### src/rtl/pipe_drawer.sv
// pipe_drawer: on each game tick erases the old pipe and draws the new one as a
// one-pixel-per-cycle plot stream. Define PIPE_DRAWER_ERASE_EN to enable the erase pass.
module pipe_drawer #(
  parameter int         SCREEN_W    = 160,
  parameter int         SCREEN_H    = 120,
  parameter int         PIPE_W      = 4,
  parameter int         GAP_H       = 30,
  parameter logic [2:0] PIPE_COLOUR = 3'b010,
  parameter logic [2:0] BG_COLOUR   = 3'b000
) (
  input  logic       CLOCK_50,
  input  logic       resetn,
  input  logic       game_tick,
  input  logic [8:0] pipe_x,
  input  logic [6:0] pipe_y,
  output logic [7:0] vga_x,
  output logic [6:0] vga_y,
  output logic [2:0] vga_colour,
  output logic       plot,
  output logic       busy,
  output logic       done,
  output logic       overrun
);

  localparam int                OFF_W      = (PIPE_W > 1) ? $clog2(PIPE_W) : 1;
  localparam logic [8:0]        SCREEN_W_C = 9'(SCREEN_W);
  localparam logic [6:0]        ROW_LAST   = 7'(SCREEN_H - 1);
  localparam logic [OFF_W-1:0]  OFF_LAST   = OFF_W'(PIPE_W - 1);
  localparam logic [7:0]        GAP_H_C    = 8'(GAP_H);

`ifdef PIPE_DRAWER_ERASE_EN
  typedef enum logic [1:0] {S_IDLE = 2'd0, S_ERASE = 2'd1, S_DRAW = 2'd2, S_DONE = 2'd3} state_t;
`else
  typedef enum logic [1:0] {S_IDLE = 2'd0, S_DRAW = 2'd2, S_DONE = 2'd3} state_t;
`endif

  state_t           state_r, state_s, first_s;
  logic             tick_meta_r, tick_sync_r, tick_prev_r, tick_edge_s;
  logic [8:0]       new_x_r, shadow_x_r;
  logic [6:0]       new_y_r, shadow_y_r;
  logic             pending_r, start_s, last_s;
  logic [6:0]       row_r;
  logic [OFF_W-1:0] off_r;
  logic [8:0]       base_x_s, col_s;
  logic [7:0]       gap_end_s;
  logic [2:0]       colour_s;
  logic             active_s, draw_s, in_gap_s, pix_plot_s;
`ifdef PIPE_DRAWER_ERASE_EN
  logic [8:0]       old_x_r;
  logic             old_valid_r;
`endif

  // Synchronise game_tick and keep one delayed copy for rising-edge detection
  always_ff @(posedge CLOCK_50 or negedge resetn) begin
    if (!resetn) begin
      tick_meta_r <= 1'b0;
      tick_sync_r <= 1'b0;
      tick_prev_r <= 1'b0;
    end else begin
      tick_meta_r <= game_tick;
      tick_sync_r <= tick_meta_r;
      tick_prev_r <= tick_sync_r;
    end
  end

  assign tick_edge_s = tick_sync_r & ~tick_prev_r;
  assign last_s      = (row_r == ROW_LAST) && (off_r == OFF_LAST);

`ifdef PIPE_DRAWER_ERASE_EN
  assign first_s = old_valid_r ? S_ERASE : S_DRAW;
`else
  assign first_s = S_DRAW;
`endif

  // FSM state register
  always_ff @(posedge CLOCK_50 or negedge resetn) begin
    if (!resetn) begin
      state_r <= S_IDLE;
    end else begin
      state_r <= state_s;
    end
  end

  // Next-state logic; a tick landing in DONE chains straight into the next update
  always_comb begin
    state_s = state_r;
    start_s = 1'b0;
    case (state_r)
      S_IDLE: begin
        if (tick_edge_s) begin
          start_s = 1'b1;
          state_s = first_s;
        end else begin
          state_s = S_IDLE;
        end
      end
`ifdef PIPE_DRAWER_ERASE_EN
      S_ERASE: begin
        if (last_s) state_s = S_DRAW;
        else        state_s = S_ERASE;
      end
`endif
      S_DRAW: begin
        if (last_s) state_s = S_DONE;
        else        state_s = S_DRAW;
      end
      S_DONE: begin
        if (pending_r || tick_edge_s) begin
          start_s = 1'b1;
          state_s = first_s;
        end else begin
          state_s = S_IDLE;
        end
      end
      default: state_s = S_IDLE;
    endcase
  end

  // Capture, shadow/pending bookkeeping and the row-major scan counters
  always_ff @(posedge CLOCK_50 or negedge resetn) begin
    if (!resetn) begin
      new_x_r     <= 9'd0;
      new_y_r     <= 7'd0;
      shadow_x_r  <= 9'd0;
      shadow_y_r  <= 7'd0;
      pending_r   <= 1'b0;
      overrun     <= 1'b0;
      row_r       <= 7'd0;
      off_r       <= '0;
`ifdef PIPE_DRAWER_ERASE_EN
      old_x_r     <= 9'd0;
      old_valid_r <= 1'b0;
`endif
    end else begin
      if (start_s && (state_r == S_DONE) && pending_r) begin
        new_x_r <= shadow_x_r;
        new_y_r <= shadow_y_r;
      end else if (start_s) begin
        new_x_r <= pipe_x;
        new_y_r <= pipe_y;
      end

      if (tick_edge_s && !start_s) begin
        if (pending_r) begin
          overrun <= 1'b1;
        end else begin
          pending_r  <= 1'b1;
          shadow_x_r <= pipe_x;
          shadow_y_r <= pipe_y;
        end
      end else if (start_s && pending_r) begin
        pending_r <= 1'b0;
        if (tick_edge_s) overrun <= 1'b1;
      end

      if (state_s != state_r) begin
        row_r <= 7'd0;
        off_r <= '0;
      end else if (active_s) begin
        if (off_r == OFF_LAST) begin
          off_r <= '0;
          row_r <= row_r + 7'd1;
        end else begin
          off_r <= off_r + 1'b1;
        end
      end

`ifdef PIPE_DRAWER_ERASE_EN
      if ((state_r == S_DRAW) && last_s) begin
        old_x_r     <= new_x_r;
        old_valid_r <= 1'b1;
      end
`endif
    end
  end

  // Pixel generation for the current scan position
  always_comb begin
    base_x_s = new_x_r;
    colour_s = BG_COLOUR;
    active_s = 1'b0;
    draw_s   = 1'b0;
    case (state_r)
`ifdef PIPE_DRAWER_ERASE_EN
      S_ERASE: begin
        base_x_s = old_x_r;
        colour_s = BG_COLOUR;
        active_s = 1'b1;
      end
`endif
      S_DRAW: begin
        colour_s = PIPE_COLOUR;
        active_s = 1'b1;
        draw_s   = 1'b1;
      end
      default: begin
        active_s = 1'b0;
      end
    endcase
    col_s      = base_x_s + 9'(off_r);
    // 8-bit gap end cannot wrap, so a gap running off the bottom is simply clipped
    gap_end_s  = {1'b0, new_y_r} + GAP_H_C;
    in_gap_s   = (row_r >= new_y_r) && ({1'b0, row_r} < gap_end_s);
    pix_plot_s = active_s && (col_s < SCREEN_W_C) && !(draw_s && in_gap_s);
  end

  // Registered plot stream and status; coordinates hold while plot is low
  always_ff @(posedge CLOCK_50 or negedge resetn) begin
    if (!resetn) begin
      vga_x      <= 8'd0;
      vga_y      <= 7'd0;
      vga_colour <= 3'd0;
      plot       <= 1'b0;
      busy       <= 1'b0;
      done       <= 1'b0;
    end else begin
      plot <= pix_plot_s;
      busy <= (state_s != S_IDLE);
      done <= (state_r == S_DONE);
      if (pix_plot_s) begin
        vga_x      <= col_s[7:0];
        vga_y      <= row_r;
        vga_colour <= colour_s;
      end
    end
  end

endmodule

### config.mk
export PLATFORM = sky130hd
export DESIGN_NAME = pipe_drawer
export DESIGN_NICKNAME = d
export VERILOG_FILES = /design/src/rtl/pipe_drawer.sv
export SDC_FILE = /design/constraint.sdc
export NUM_CORES = 1
export LEC_CHECK = 0
export CAP_MARGIN = 15
export CORE_AREA = 2 2 90 92
export DETAILED_ROUTE_END_ITERATION = 12
export DIE_AREA = 0 0 92 94
export PLACE_DENSITY = 0.7
export SYNTH_ARGS = -nofsm -noshare
export SYNTH_HDL_FRONTEND = slang
export SYNTH_SLANG_ARGS = --single-unit
export TNS_END_PERCENT = 20
### constraint.sdc
create_clock -name CLOCK_50 -period 3 [get_ports CLOCK_50]
set_input_delay 0.6 -clock CLOCK_50 [delete_from_list [all_inputs] [get_ports CLOCK_50]]
set_output_delay 0.6 -clock CLOCK_50 [all_outputs]
set_load 0.05 [all_outputs]
# Yosys cells after proc, flatten, opt, wreduce, memory -nomap -nowiden
# Cells that the tools add are included.
word_totals:
  output_inout_bits: 22
  reg_bits: 69
  inputBits: 19
  elab_cells: 81
classes:
  n_reduce_logical: 22
  n_eq_ne: 6
  magnitude_cmp: 3
  n_addsub: 4
  bitwise_logic: 3
  n_mux: 25
ops:
  columns: ["op", "count"]
  rows:
  - ["$mux W7", 5]
  - ["$mux W9", 2]
  - ["$mux W2", 6]
  - ["$reduce_bool A2 Y1", 6]
  - ["$mux W1", 10]
  - ["$add A9 B2 Y9", 1]
  - ["$logic_and A1 B1 Y1", 9]
  - ["$lt A9 B8 Y1 const B", 1]
  - ["$add A7 B5 Y8 const B", 1]
  - ["$lt A7 B8 Y1", 1]
  - ["$add A7 B1 Y7 const B", 1]
  - ["$eq A7 B7 Y1 const B", 1]
  - ["$ge A7 B7 Y1", 1]
  - ["$eq A2 B2 Y1 const B", 3]
  - ["$pmux W2 S3", 1]
  - ["$reduce_and A2 Y1", 2]
  - ["$reduce_and A3 Y1", 1]
  - ["$add A2 B1 Y2 const B", 1]
  - ["$logic_not A1 Y1", 2]
  - ["$logic_not A2 Y1", 1]
  - ["$ne A2 B2 Y1", 1]
  - ["$ne A2 B2 Y1 const B", 1]
  - ["$not A1 Y1", 2]
  - ["$pmux W1 S2", 1]
  - ["2 further kinds", 2]

# Logic depth before layout (Yosys ltp)
# Gate-level depths: netlist (run 1).
depth:
  depth_word: 9
  mapped_depth: 11

# Worst setup path before layout (run 1)
# Ideal clock, no wire load.
synth_path:
  path_kind: "register -> register"
  start: "reg new_y_r[3]"
  end: "reg vga_x[2]"
  setup_slack_ns: 0.484
  t_arrival_ns: 2.391
  t_required_ns: 2.875
  path_buffers: 1
  stages_incl_launch_ff: 11
  period_less_slack_ns: 2.516
  cell_sequence: "dfrtp_1 > nor3_1 > a21o_1 > xnor2_1 > ha_1 > a21oi_1 > and3_1 > a32oi_1 > o211ai_2 > buf_6 > mux2_4"
synth_between:
  elab_chain_len: 6
synth_lines:
  columns: ["element", "line_no", "source"]
  rows:
  - ["from (decl)", "40", "logic [6:0] new_y_r, shadow_y_r;"]
  - ["from (signal assigned)", "137", "new_y_r <= shadow_y_r;"]
  - ["from (signal assigned)", "140", "new_y_r <= pipe_y;"]
  - ["$add A7 B5 Y8", "202", "gap_end_s = {1'b0, new_y_r} + GAP_H_C;"]
  - ["$lt A7 B8 Y1", "203", "in_gap_s = (row_r >= new_y_r) && ({1'b0, row_r} < gap_end_s);"]
  - ["$logic_and A1 B1 Y1 *", "203", null]
  - ["$logic_and A1 B1 Y1 *", "204", "pix_plot_s = active_s && (col_s < SCREEN_W_C) && !(draw_s && in_gap_s);"]
  - ["$logic_not A1 Y1 *", "204", null]
  - ["$logic_and A1 B1 Y1 *", "204", null]
  - ["to (signal assigned)", "221", "vga_x <= col_s[7:0];"]
  - ["to (decl)", "16", "output logic [7:0] vga_x,"]
# Mark *: on every way between the ends. The rest lies on a longest branch, timed or not.
# A chain may end at the register's enable or synchronous reset.

# Worst setup path in the final report (run 1)
layout_path:
  start: "reg new_y_r[3]"
  end: "reg vga_y[5]"
layout_between:
  elab_chain_len: 6
layout_lines:
  columns: ["element", "line_no", "source"]
  rows:
  - ["$add A7 B5 Y8", "202", null]
  - ["$lt A7 B8 Y1", "203", null]
  - ["$logic_and A1 B1 Y1 *", "203", null]
  - ["$logic_and A1 B1 Y1 *", "204", null]
  - ["$logic_not A1 Y1 *", "204", null]
  - ["$logic_and A1 B1 Y1 *", "204", null]
  - ["to (signal assigned)", "222", "vga_y <= row_r;"]
  - ["to (decl)", "17", "output logic [6:0] vga_y,"]
# Marks and branches as above.

==> impl_metrics.env, run 1 <==
export IMPL_root_buffer="clkbuf_8"
export IMPL_grt_pass1_wl_mm=10.8
export IMPL_max_slew_margin=0.476
export IMPL_timing_rr_start="new_y_r[3]$_DFFE_PN0P_"
export IMPL_fill_cells=661
export IMPL_synth_edff_count=0
export IMPL_p_total_mw=3.49
export IMPL_synthToLayoutAreaGrowth_pct=20.6
export IMPL_seq_area_frac_synth=0.494
export IMPL_cts_made_buffers=9
export IMPL_dpl_cell_area_um2=3900
export IMPL_drc=0
export IMPL_die_y_um=94
export IMPL_synth_cells=291
export IMPL_p_sw_mw=1.29
export IMPL_cp_data_arrival_time_ns=2.86
export IMPL_cts_setup_buffers=0
export IMPL_final_hold_viol_count=0
export IMPL_cp_slowest_cell="dfrtp_1"
export IMPL_outcome="complete, no violations"
export IMPL_tns_ns=0
export IMPL_min_period_over_period=0.877
export IMPL_fin_nets=378
export IMPL_cp_start_kind="flop"
export IMPL_critPathKind="flop to flop"
export IMPL_yosysUniqueCellTypes=44
export IMPL_wire_per_inst_um=13.4
export IMPL_worstPathCellList="nor3_1 > a21o_1 > xnor2_1 > ha_1 > a21oi_1 > and3_1 > a32oi_1 > o211ai_2 > buf_4 > mux2_2"
export IMPL_drtIter0Drc=106
export IMPL_cts_sinks=67
export IMPL_postCtsHoldBufs=0
export IMPL_yosysWarnings=0
export IMPL_cp_startpoint="new_y_r[3]$_DFFE_PN0P_"
export IMPL_synth_top_area_share=0.494
export IMPL_max_freq_ghz=0.380
export IMPL_ys_ff_latch=67
export IMPL_dr_pass1_iters=4
export IMPL_avgSynthCellArea_um2=11.7
export IMPL_grt_max_degree=40
export IMPL_skew_ns=0.0100
export IMPL_grt_overflow_total=0
export IMPL_dp_hpwl_mm=4.32
export IMPL_rsz0062_at_grt="false"
export IMPL_cts_tree="built"
export IMPL_totalWireLength_mm=5.94
export IMPL_clk_pin_slew_ns=0.07
export IMPL_cp_top_family="compound AO/OA/AOI/OAI gates"
export IMPL_routabilityCongestion=0.857
export IMPL_cts_buffer_depth=2
export IMPL_clkPwrFrac=0.205
export IMPL_grt_pass1_vias=2313
export IMPL_netlist_area_um2=3400
export IMPL_critical_path_required_ns=3.22
export IMPL_pwr_share_comb=0.387
export IMPL_hold_path_class="input port to asynchronous set/reset pin"
export IMPL_io_buffers=38
export IMPL_grt_usage=0.159
export IMPL_intPower_mw=2.20
export IMPL_clock_latency_ns=0.34
export IMPL_rows=32
export IMPL_whs_ns=0.298
export IMPL_max_stage_delay_ns=0.43
export IMPL_post_cts_resized=0
export IMPL_core_um2=7610
export IMPL_synth_area_top_cells="dfrtp_1 (49%), ha_1 (8.1%), mux2_2 (6.6%)"
export IMPL_power_leakage_nw=1.93
export IMPL_drv_cap=0
export IMPL_critPathMaxFanout=17
export IMPL_yosys_area_top_type="dfrtp_1"
export IMPL_synthFlopType="dfrtp_1"
export IMPL_tightest_slew_ns=0.780
export IMPL_drv_slew=0
export IMPL_vias=2263
export IMPL_die_area_um2=8650
export IMPL_ir_drop_uv=335
export IMPL_layout_min_cycle_time_ns=2.63
export IMPL_crit_buf_inv=1
export IMPL_antenna_found_initial=0
export IMPL_power_density_nw_per_um2=852
export IMPL_setup_violations=0
export IMPL_cts_max_level=3
export IMPL_die_w_um=92
export IMPL_seq_power_share=0.408
export IMPL_diodes=0
export IMPL_drive_gt1_frac=0.170
export IMPL_postSynth_asyncResetShare=1.00
export IMPL_p_sw_frac=0.370
export IMPL_ant_nets=0
export IMPL_io_pin_count=41
export IMPL_cp_end_kind="flop"
export IMPL_vias_per_cell=5.11
export IMPL_start_util=0.447
export IMPL_stdcell_area_um2=4100
[synthesized netlist by cell type, types with 6 or more instances]
master	number
a21oi_1	7
clkbuf_1	6
dfrtp_1	67
ha_1	22
inv_1	13
mux2_2	20
mux2_4	7
mux2i_1	19
nand2_1	22
nor2_1	8
nor3_1	12
o21ai_0	21
xnor2_1	13
[worst paths after layout]
path                                        endpoint  slack, ns  cells past startpoint
hold reg to reg                tick_sync_r$_DFF_PN0_       0.35                      0
setup / recovery                vga_y[5]$_DFFE_PN0P_       0.37                     10
max in group asynchronous  shadow_y_r[1]$_DFFE_PN0P_       2.08                      2
hold / removal                  row_r[1]$_DFFE_PN0P_       0.30                      1
setup reg to reg                vga_y[5]$_DFFE_PN0P_       0.37                     10
min in group CLOCK_50          tick_sync_r$_DFF_PN0_       0.35                      0
[cell families (layout without fill, tap and decap cells)]
logic type      Yosys count  in the layout  share of synthesized area
xor+xnor                 18             18                     0.0464
buf+inv                  26             75                     0.0339
other cells               1              2                    0.00110
fa+ha+maj                23             23                     0.0869
simple gates             66             66                      0.100
compound gates           41             41                     0.0748
flops                    67             67                      0.494
mux                      49             49                      0.163
[routing by layer]
layer  up-vias  global-route usage  wire length, um
li1       1108                   -                -
met1      1090               0.204             2760
met2        56               0.262             2860
met3         9              0.0265              187
met4         0              0.0821              135
met5         -                   0                0
[cell type report]
class,instances,area [um^2],share of cell area
flip-flops and latches,67,1680,0.409
repair buffers,44,433,0.106
multi-input cells,199,1610,0.393
well taps,102,128,0.0312
inverters,15,56.3,0.0137
clock inverters,7,68.8,0.0168
clock buffers,9,124,0.0302
[power groups by stage]
stage | clock (mW) | sequential, mW | combinational (mW)
6_report | 0.715 | 1.42 | 1.35
5_1_grt | 0.786 | 1.48 | 1.49
4_1_cts | 0.743 | 1.42 | 1.36
3_5_place_dp | 0 | 1.44 | 1.36
3_3_place_gp | 0 | 1.42 | 1.32
2_1_floorplan | 0 | 1.63 | 0.776
[cells in the final DEF, fill, tap and decap left out, types with 3 or more instances in the layout]
cell and instances:
inv_1 13, o21ai_0 20, nand4_1 5, clkbuf_8 9, dfrtp_1 67, mux2_4 7
buf_4 5, ha_1 22, nand2_1 22, clkdlybuf4s50_1 37, mux2i_1 19, mux2_1 3
a21oi_1 7, clkinv_2 3, nor3_1 12, a21o_1 3, xor2_1 5, nand2b_1 3
nand3_1 4, nor2_1 8, xnor2_1 13, mux2_2 20
[sequential cells by signal, indices dropped and copies added, names as in the netlist]
name	count
vga_colour	1
tick_meta_r	1
off_r	2
base_x_s	9
shadow_x_r	9
pending_r	1
vga_y	7
state_r	2
done	1
row_r	7
vga_x	8
new_y_r	7
busy	1
tick_sync_r	1
plot	1
tick_prev_r	1
shadow_y_r	7
overrun	1
[metrics by stage]
| stage | utilization | worst slack, ns | cells |
|---|---|---|---|
| floorplan | - | 0.484 | 292 |
| global placement | 0.513 | 0.453 | 427 |
| detailed placement | 0.513 | 0.366 | 427 |
| CTS | 0.538 | 0.341 | 443 |
| global route | 0.538 | 0.173 | 443 |
| finish | 0.538 | 0.368 | 443 |
No activity file was read; power rests on OpenSTA's default activity.
==> run 2: changes to the inputs <==
--- a/config.mk
+++ b/config.mk
@@ -6,10 +6,10 @@
 export NUM_CORES = 1
 export LEC_CHECK = 0
 export CAP_MARGIN = 15
-export CORE_AREA = 2 2 90 92
+export CORE_AREA = 2 2 96 98
 export DETAILED_ROUTE_END_ITERATION = 12
-export DIE_AREA = 0 0 92 94
-export PLACE_DENSITY = 0.7
+export DIE_AREA = 0 0 98 100
+export PLACE_DENSITY = 0.63
 export SYNTH_ARGS = -nofsm -noshare
 export SYNTH_HDL_FRONTEND = slang
 export SYNTH_SLANG_ARGS = --single-unit
==> constraint.sdc (replaced) <==
create_clock -name CLOCK_50 -period 3.4 [get_ports CLOCK_50]
set_input_delay 0.68 -clock CLOCK_50 [delete_from_list [all_inputs] [get_ports CLOCK_50]]
set_output_delay 0.68 -clock CLOCK_50 [all_outputs]
set_load 0.05 [all_outputs]
==> run 2 against run 1 <==
  * Highest routed layer unchanged
  * Flip-flop and latch count did not move
  * Global-route usage shrank 2.5 points
  * Cell area increased by 0.79%
  * Hold slack better by 0.0088 ns
  * Clock power rose by 2.9%
  * Via count decreased by 4.4%
==> impl_metrics.env, run 2 (same netlist as run 1, synthesis figures left out) <==
export IMPL_tightest_slew_ns=0.812
export IMPL_layout_commonest_cell="dfrtp_1"
export IMPL_cp_start_kind="flop"
export IMPL_layout_common_cells="dfrtp_1 (67), clkdlybuf4s50_1 (37), nand2_1 (22), ha_1 (22)"
export IMPL_io_pin_count=41
export IMPL_rows=35
export IMPL_drtIter0Drc=66
export IMPL_cts_max_level=3
export IMPL_ir_drop_uv=253
export IMPL_clkPwrFrac=0.233
export IMPL_cp_end_kind="flop"
export IMPL_drc=0
export IMPL_routabilityCongestion=0.814
export IMPL_cts_buffer_depth=2
export IMPL_start_util=0.382
export IMPL_p_sw_frac=0.357
export IMPL_cp_top_family="compound AO/OA/AOI/OAI gates"
export IMPL_p_total_mw=3.16
export IMPL_r2r_cells=10
export IMPL_grt_max_degree=33
export IMPL_rsz0062_at_grt="false"
export IMPL_fill_cells=835
export IMPL_cts_sinks=67
export IMPL_crit_end="vga_y[4]$_DFFE_PN0P_"
export IMPL_totalWireLength_mm=5.77
export IMPL_root_buffer="clkbuf_8"
export IMPL_skew_ns=0.00771
export IMPL_hold_path_class="input port to asynchronous set/reset pin"
export IMPL_fin_util=0.464
export IMPL_p_sw_mw=1.13
export IMPL_fin_nets=378
export IMPL_dr_pass1_iters=4
export IMPL_drv_slew=0
export IMPL_wire_per_inst_um=12.8
export IMPL_grt_pass1_wl_mm=10.6
export IMPL_whs_ns=0.307
export IMPL_stdcell_area_um2=4130
export IMPL_max_slew_margin=0.455
export IMPL_dpl_cell_area_um2=3900
export IMPL_io_buffers=38
export IMPL_die_area_um2=9800
export IMPL_final_hold_viol_count=0
export IMPL_grt_usage=0.135
export IMPL_die_w_um=98
export IMPL_tns_ns=0
export IMPL_antenna_found_initial=0
export IMPL_setup_violations=0
export IMPL_pwr_share_comb=0.374
export IMPL_outcome="complete, no violations"
export IMPL_synthToLayoutAreaGrowth_pct=21.5
export IMPL_cp_startpoint="new_y_r[1]$_DFFE_PN0P_"
export IMPL_intPower_mw=2.03
export IMPL_cp_slowest_cell="dfrtp_1"
export IMPL_ant_nets=0
export IMPL_critical_path_required_ns=3.62
export IMPL_worstPathCellList="nor3_1 > a21o_1 > xnor2_1 > ha_1 > a21oi_1 > and3_1 > a32oi_1 > o211ai_2 > buf_4 > mux2_2"
export IMPL_drv_cap=0
export IMPL_cts_setup_buffers=0
export IMPL_post_cts_resized=0
export IMPL_die_y_um=100
export IMPL_timing_rr_end="vga_y[4]$_DFFE_PN0P_"
export IMPL_grt_pass1_vias=2246
export IMPL_grt_overflow_total=0
export IMPL_rrSetupSlack_ns=0.82
export IMPL_postCtsHoldBufs=0
export IMPL_crit_buf_inv=1
export IMPL_core_um2=8890
export IMPL_power_leakage_nw=1.94
export IMPL_dp_hpwl_mm=4.33
export IMPL_seq_power_share=0.394
export IMPL_cts_tree="built"
export IMPL_timing_rr_start="new_y_r[1]$_DFFE_PN0P_"
export IMPL_min_period_over_period=0.760
export IMPL_layout_min_cycle_time_ns=2.58
export IMPL_power_density_nw_per_um2=766
export IMPL_critPathMaxFanout=17
export IMPL_vias_per_cell=4.79
export IMPL_cp_data_arrival_time_ns=2.81
export IMPL_cp_depth=10
export IMPL_diodes=0
export IMPL_drive_gt1_frac=0.170
export IMPL_clk_pin_slew_ns=0.07
export IMPL_clock_latency_ns=0.34
export IMPL_critPathKind="flop to flop"
export IMPL_cts_made_buffers=9
export IMPL_max_freq_ghz=0.387
export IMPL_vias=2163
export IMPL_max_stage_delay_ns=0.42
## run 2: cell count changes in the layout (fill, tap and decap cells not counted), sizes merged
| cell | previous run | this run |
|---|---|---|
| clkinv | 4 | 2 |
| bufinv | 1 | 2 |
| clkbuf | 9 | 10 |
## run 2: through the flow
stage,worst slack (ns),std cells
4_1_cts,0.777,452
6_report,0.816,452
3_5_place_dp,0.790,436
2_1_floorplan,0.884,292
5_1_grt,0.610,452
3_3_place_gp,0.824,436
## run 2: worst min-delay path by stage
stage                                     start                         to  slack, ns  cells past startpoint
after floorplan           tick_meta_r$_DFF_PN0_      tick_sync_r$_DFF_PN0_       0.33                      0
after global placement    tick_meta_r$_DFF_PN0_      tick_sync_r$_DFF_PN0_       0.33                      0
after detailed placement  tick_meta_r$_DFF_PN0_      tick_sync_r$_DFF_PN0_       0.33                      0
after CTS                                resetn  shadow_y_r[5]$_DFFE_PN0P_       0.32                      1
after global routing                     resetn  shadow_y_r[5]$_DFFE_PN0P_       0.34                      1
final                                    resetn      tick_meta_r$_DFF_PN0_       0.31                      1
## run 2: routing by layer
layer  up-vias  wire length, um  GRT usage
met5         -                0          0
met4         0               87     0.0513
met3         6              184     0.0320
met2        32             2580      0.203
met1      1016             2920      0.189
li1       1109                -          -
## run 2: cell type report
cell class              instances  area, um^2  area share
repair buffers                 44         420       0.102
clock inverters                 6        88.8      0.0215
inverters                      15        56.3      0.0136
well taps                     111         139      0.0336
multi-input cells             199        1610       0.390
clock buffers                  10         138      0.0333
flip-flops and latches         67        1680       0.406
## run 2: worst register-to-register path: cells and delay by family (launching register included)
family,cells,cell delay [ns]
AOI/OAI and AO/OA,4,0.52
xor gates and xnor gates,1,0.11
adders and majority gates,1,0.28
buffers and inverters,1,0.30
DFF,1,0.42
muxes,1,0.38
and+or+nand+nor,2,0.46
## run 2: power by group through the flow
| stage | Combinational (mW) | Clock [mW] | Sequential (mW) |
|---|---|---|---|
| 2_1_floorplan | 0.685 | 0 | 1.44 |
| 3_3_place_gp | 1.17 | 0 | 1.25 |
| 3_5_place_dp | 1.19 | 0 | 1.26 |
| 4_1_cts | 1.20 | 0.762 | 1.25 |
| 5_1_grt | 1.32 | 0.801 | 1.29 |
| 6_report | 1.18 | 0.736 | 1.24 |
==> run 3: changes to the inputs <==
--- a/config.mk
+++ b/config.mk
@@ -9,7 +9,7 @@
 export CORE_AREA = 2 2 96 98
 export DETAILED_ROUTE_END_ITERATION = 12
 export DIE_AREA = 0 0 98 100
-export PLACE_DENSITY = 0.63
+export PLACE_DENSITY = 0.65
 export SYNTH_ARGS = -nofsm -noshare
 export SYNTH_HDL_FRONTEND = slang
 export SYNTH_SLANG_ARGS = --single-unit
==> constraint.sdc (replaced) <==
create_clock -name CLOCK_50 -period 2.2 [get_ports CLOCK_50]
set_input_delay 0.44 -clock CLOCK_50 [delete_from_list [all_inputs] [get_ports CLOCK_50]]
set_output_delay 0.44 -clock CLOCK_50 [all_outputs]
set_load 0.05 [all_outputs]
==> run 3 against run 2 <==
  * Final cell count grew 6.6%
  * Via count rose by 6.3%
  * Fmax rose by 4.6%
  * Sequential share of layout area down 3.0 points
  * Hold slack got worse by 0.19 ns
  * Global-route usage increased by 0.45 points
  * Highest routed layer unchanged
  * Die area stayed put
  * Routed wire length is 8.5% higher
  * Non-clock buffer count up 30
  * Clock skew about the same
  * Critical path type unchanged
  * The run now ends with setup timing left
==> impl_metrics.env, run 3 (same netlist as run 1, synthesis figures left out) <==
export IMPL_grt_pass1_vias=2398
export IMPL_start_util=0.382
export IMPL_min_period_over_period=1.12
export IMPL_cp_data_arrival_time_ns=2.68
export IMPL_tns_ns=-3.93
export IMPL_p_sw_mw=1.83
export IMPL_antenna_found_initial=0
export IMPL_rows=35
export IMPL_critPathMaxFanout=15
export IMPL_drive_gt1_frac=0.259
export IMPL_clk_pin_slew_ns=0.07
export IMPL_root_buffer="clkbuf_8"
export IMPL_power_leakage_nw=2.13
export IMPL_cts_max_level=3
export IMPL_grt_max_degree=68
export IMPL_ir_drop_uv=360
export IMPL_dr_pass1_iters=5
export IMPL_critical_path_required_ns=2.41
export IMPL_clock_latency_ns=0.33
export IMPL_cts_made_buffers=9
export IMPL_outcome="finished, violations left"
export IMPL_p_sw_frac=0.343
export IMPL_fin_util=0.501
export IMPL_power_density_nw_per_um2=1200
export IMPL_seq_power_share=0.351
export IMPL_setup_violations=17
export IMPL_intPower_mw=3.51
export IMPL_fin_nets=408
export IMPL_grt_pass1_wl_mm=10.9
export IMPL_cts_tree="built"
export IMPL_pwr_share_comb=0.420
export IMPL_synthToLayoutAreaGrowth_pct=31.1
export IMPL_io_buffers=38
export IMPL_whs_ns=0.116
export IMPL_rrSetupSlack_ns=-0.27
export IMPL_die_y_um=100
export IMPL_critPathKind="flop to flop"
export IMPL_vias=2300
export IMPL_final_hold_viol_count=0
export IMPL_skew_ns=0.00792
export IMPL_vias_per_cell=4.77
export IMPL_dp_hpwl_mm=4.47
export IMPL_cp_start_kind="flop"
export IMPL_violations="setup timing"
export IMPL_max_slew_margin=0.663
export IMPL_io_pin_count=41
export IMPL_layout_area_seq_um2=1680
export IMPL_clkPwrFrac=0.229
export IMPL_routabilityCongestion=0.816
export IMPL_drtIter0Drc=51
export IMPL_drc=0
export IMPL_layout_common_cells="dfrtp_1 (67), clkdlybuf4s50_1 (37), buf_4 (34), nand2_1 (22)"
export IMPL_worst_slack_ns=-0.270
export IMPL_die_w_um=98
export IMPL_cp_end_kind="flop"
export IMPL_wire_per_inst_um=13.0
export IMPL_layout_min_cycle_time_ns=2.47
export IMPL_diodes=0
export IMPL_tightest_slew_ns=0.504
export IMPL_ant_nets=0
export IMPL_totalWireLength_mm=6.26
export IMPL_core_um2=8890
export IMPL_grt_usage=0.139
export IMPL_multi_input_area_um2=1670
export IMPL_post_place_ws_ns=-0.309
export IMPL_cts_buffer_depth=2
export IMPL_p_total_mw=5.34
export IMPL_grt_overflow_total=0
export IMPL_drv_cap=0
export IMPL_cts_sinks=67
export IMPL_drv_slew=0
export IMPL_layout_commonest_cell="dfrtp_1"
export IMPL_rsz0062_at_grt="true"
export IMPL_hold_path_class="input port to asynchronous set/reset pin"
export IMPL_max_freq_ghz=0.405
export IMPL_r2r_cells=11
export IMPL_die_area_um2=9800
export IMPL_fill_cells=777
run 3: cell types whose count changed in the layout (fill, tap and decap cells not counted), sizes merged:
cell	change
clkinv	-2
clkinvlp	-1
buf	+30
clkbuf	+3
run 3: what timing repair did:
item,4_1_cts,5_1_grt
hold buffers,0,0
buffers inserted,1,0
endpoints found under the setup margin,17,17
pin swaps,0,1
resized for setup,1,8
run 3: path summary, 6_finish.rpt:
path                                        start                     to
max in group asynchronous                  resetn   off_r[0]$_DFFE_PN0P_
min in group CLOCK_50       tick_meta_r$_DFF_PN0_  tick_sync_r$_DFF_PN0_
max                        new_y_r[1]$_DFFE_PN0P_   vga_y[0]$_DFFE_PN0P_
min reg2reg                 tick_meta_r$_DFF_PN0_  tick_sync_r$_DFF_PN0_
max reg2reg                new_y_r[1]$_DFFE_PN0P_   vga_y[0]$_DFFE_PN0P_
min                                        resetn    overrun$_DFFE_PN0P_
run 3: metal layers:
metal,track usage,wire (um),vias up
met3,0.0334,198,5
met5,0,0,-
met1,0.178,3040,1096
met4,0.0662,91,0
met2,0.224,2940,33
li1,-,-,1166
run 3: worst max-delay path, cell delays in order, from the launching register on:
cell and delay [ns]:
dfrtp_1 0.43, inv_2 0.10, ha_4 0.14, nand3_2 0.11, xnor2_2 0.16, ha_1 0.32
nand4_1 0.10, a21o_1 0.17, a32oi_2 0.19, o211ai_2 0.14, buf_12 0.19, mux2_1 0.31
run 3: stage by stage:
step | instance area, um^2 | std cells
after CTS | 4420 | 482
after global routing | 4450 | 482
after detailed placement | 4150 | 465
after floorplan | 3420 | 292
after global placement | 4150 | 465
final | 4450 | 482
run 3: area by class of cell:
class,instances,area share
multi-input cells,199,0.374
clock buffers,13,0.0402
inverters,15,0.0126
clock inverters,3,0.0152
repair buffers,74,0.151
well taps,111,0.0312
flip-flops and latches,67,0.376
run 3: power by group through the flow:
stage	clock (mW)	combinational (mW)	sequential, mW
after floorplan	0	1.08	2.23
after global placement	0	2.14	1.88
after detailed placement	0	2.20	1.89
after CTS	1.25	2.22	1.87
after global routing	1.30	2.49	1.93
final	1.22	2.24	1.87
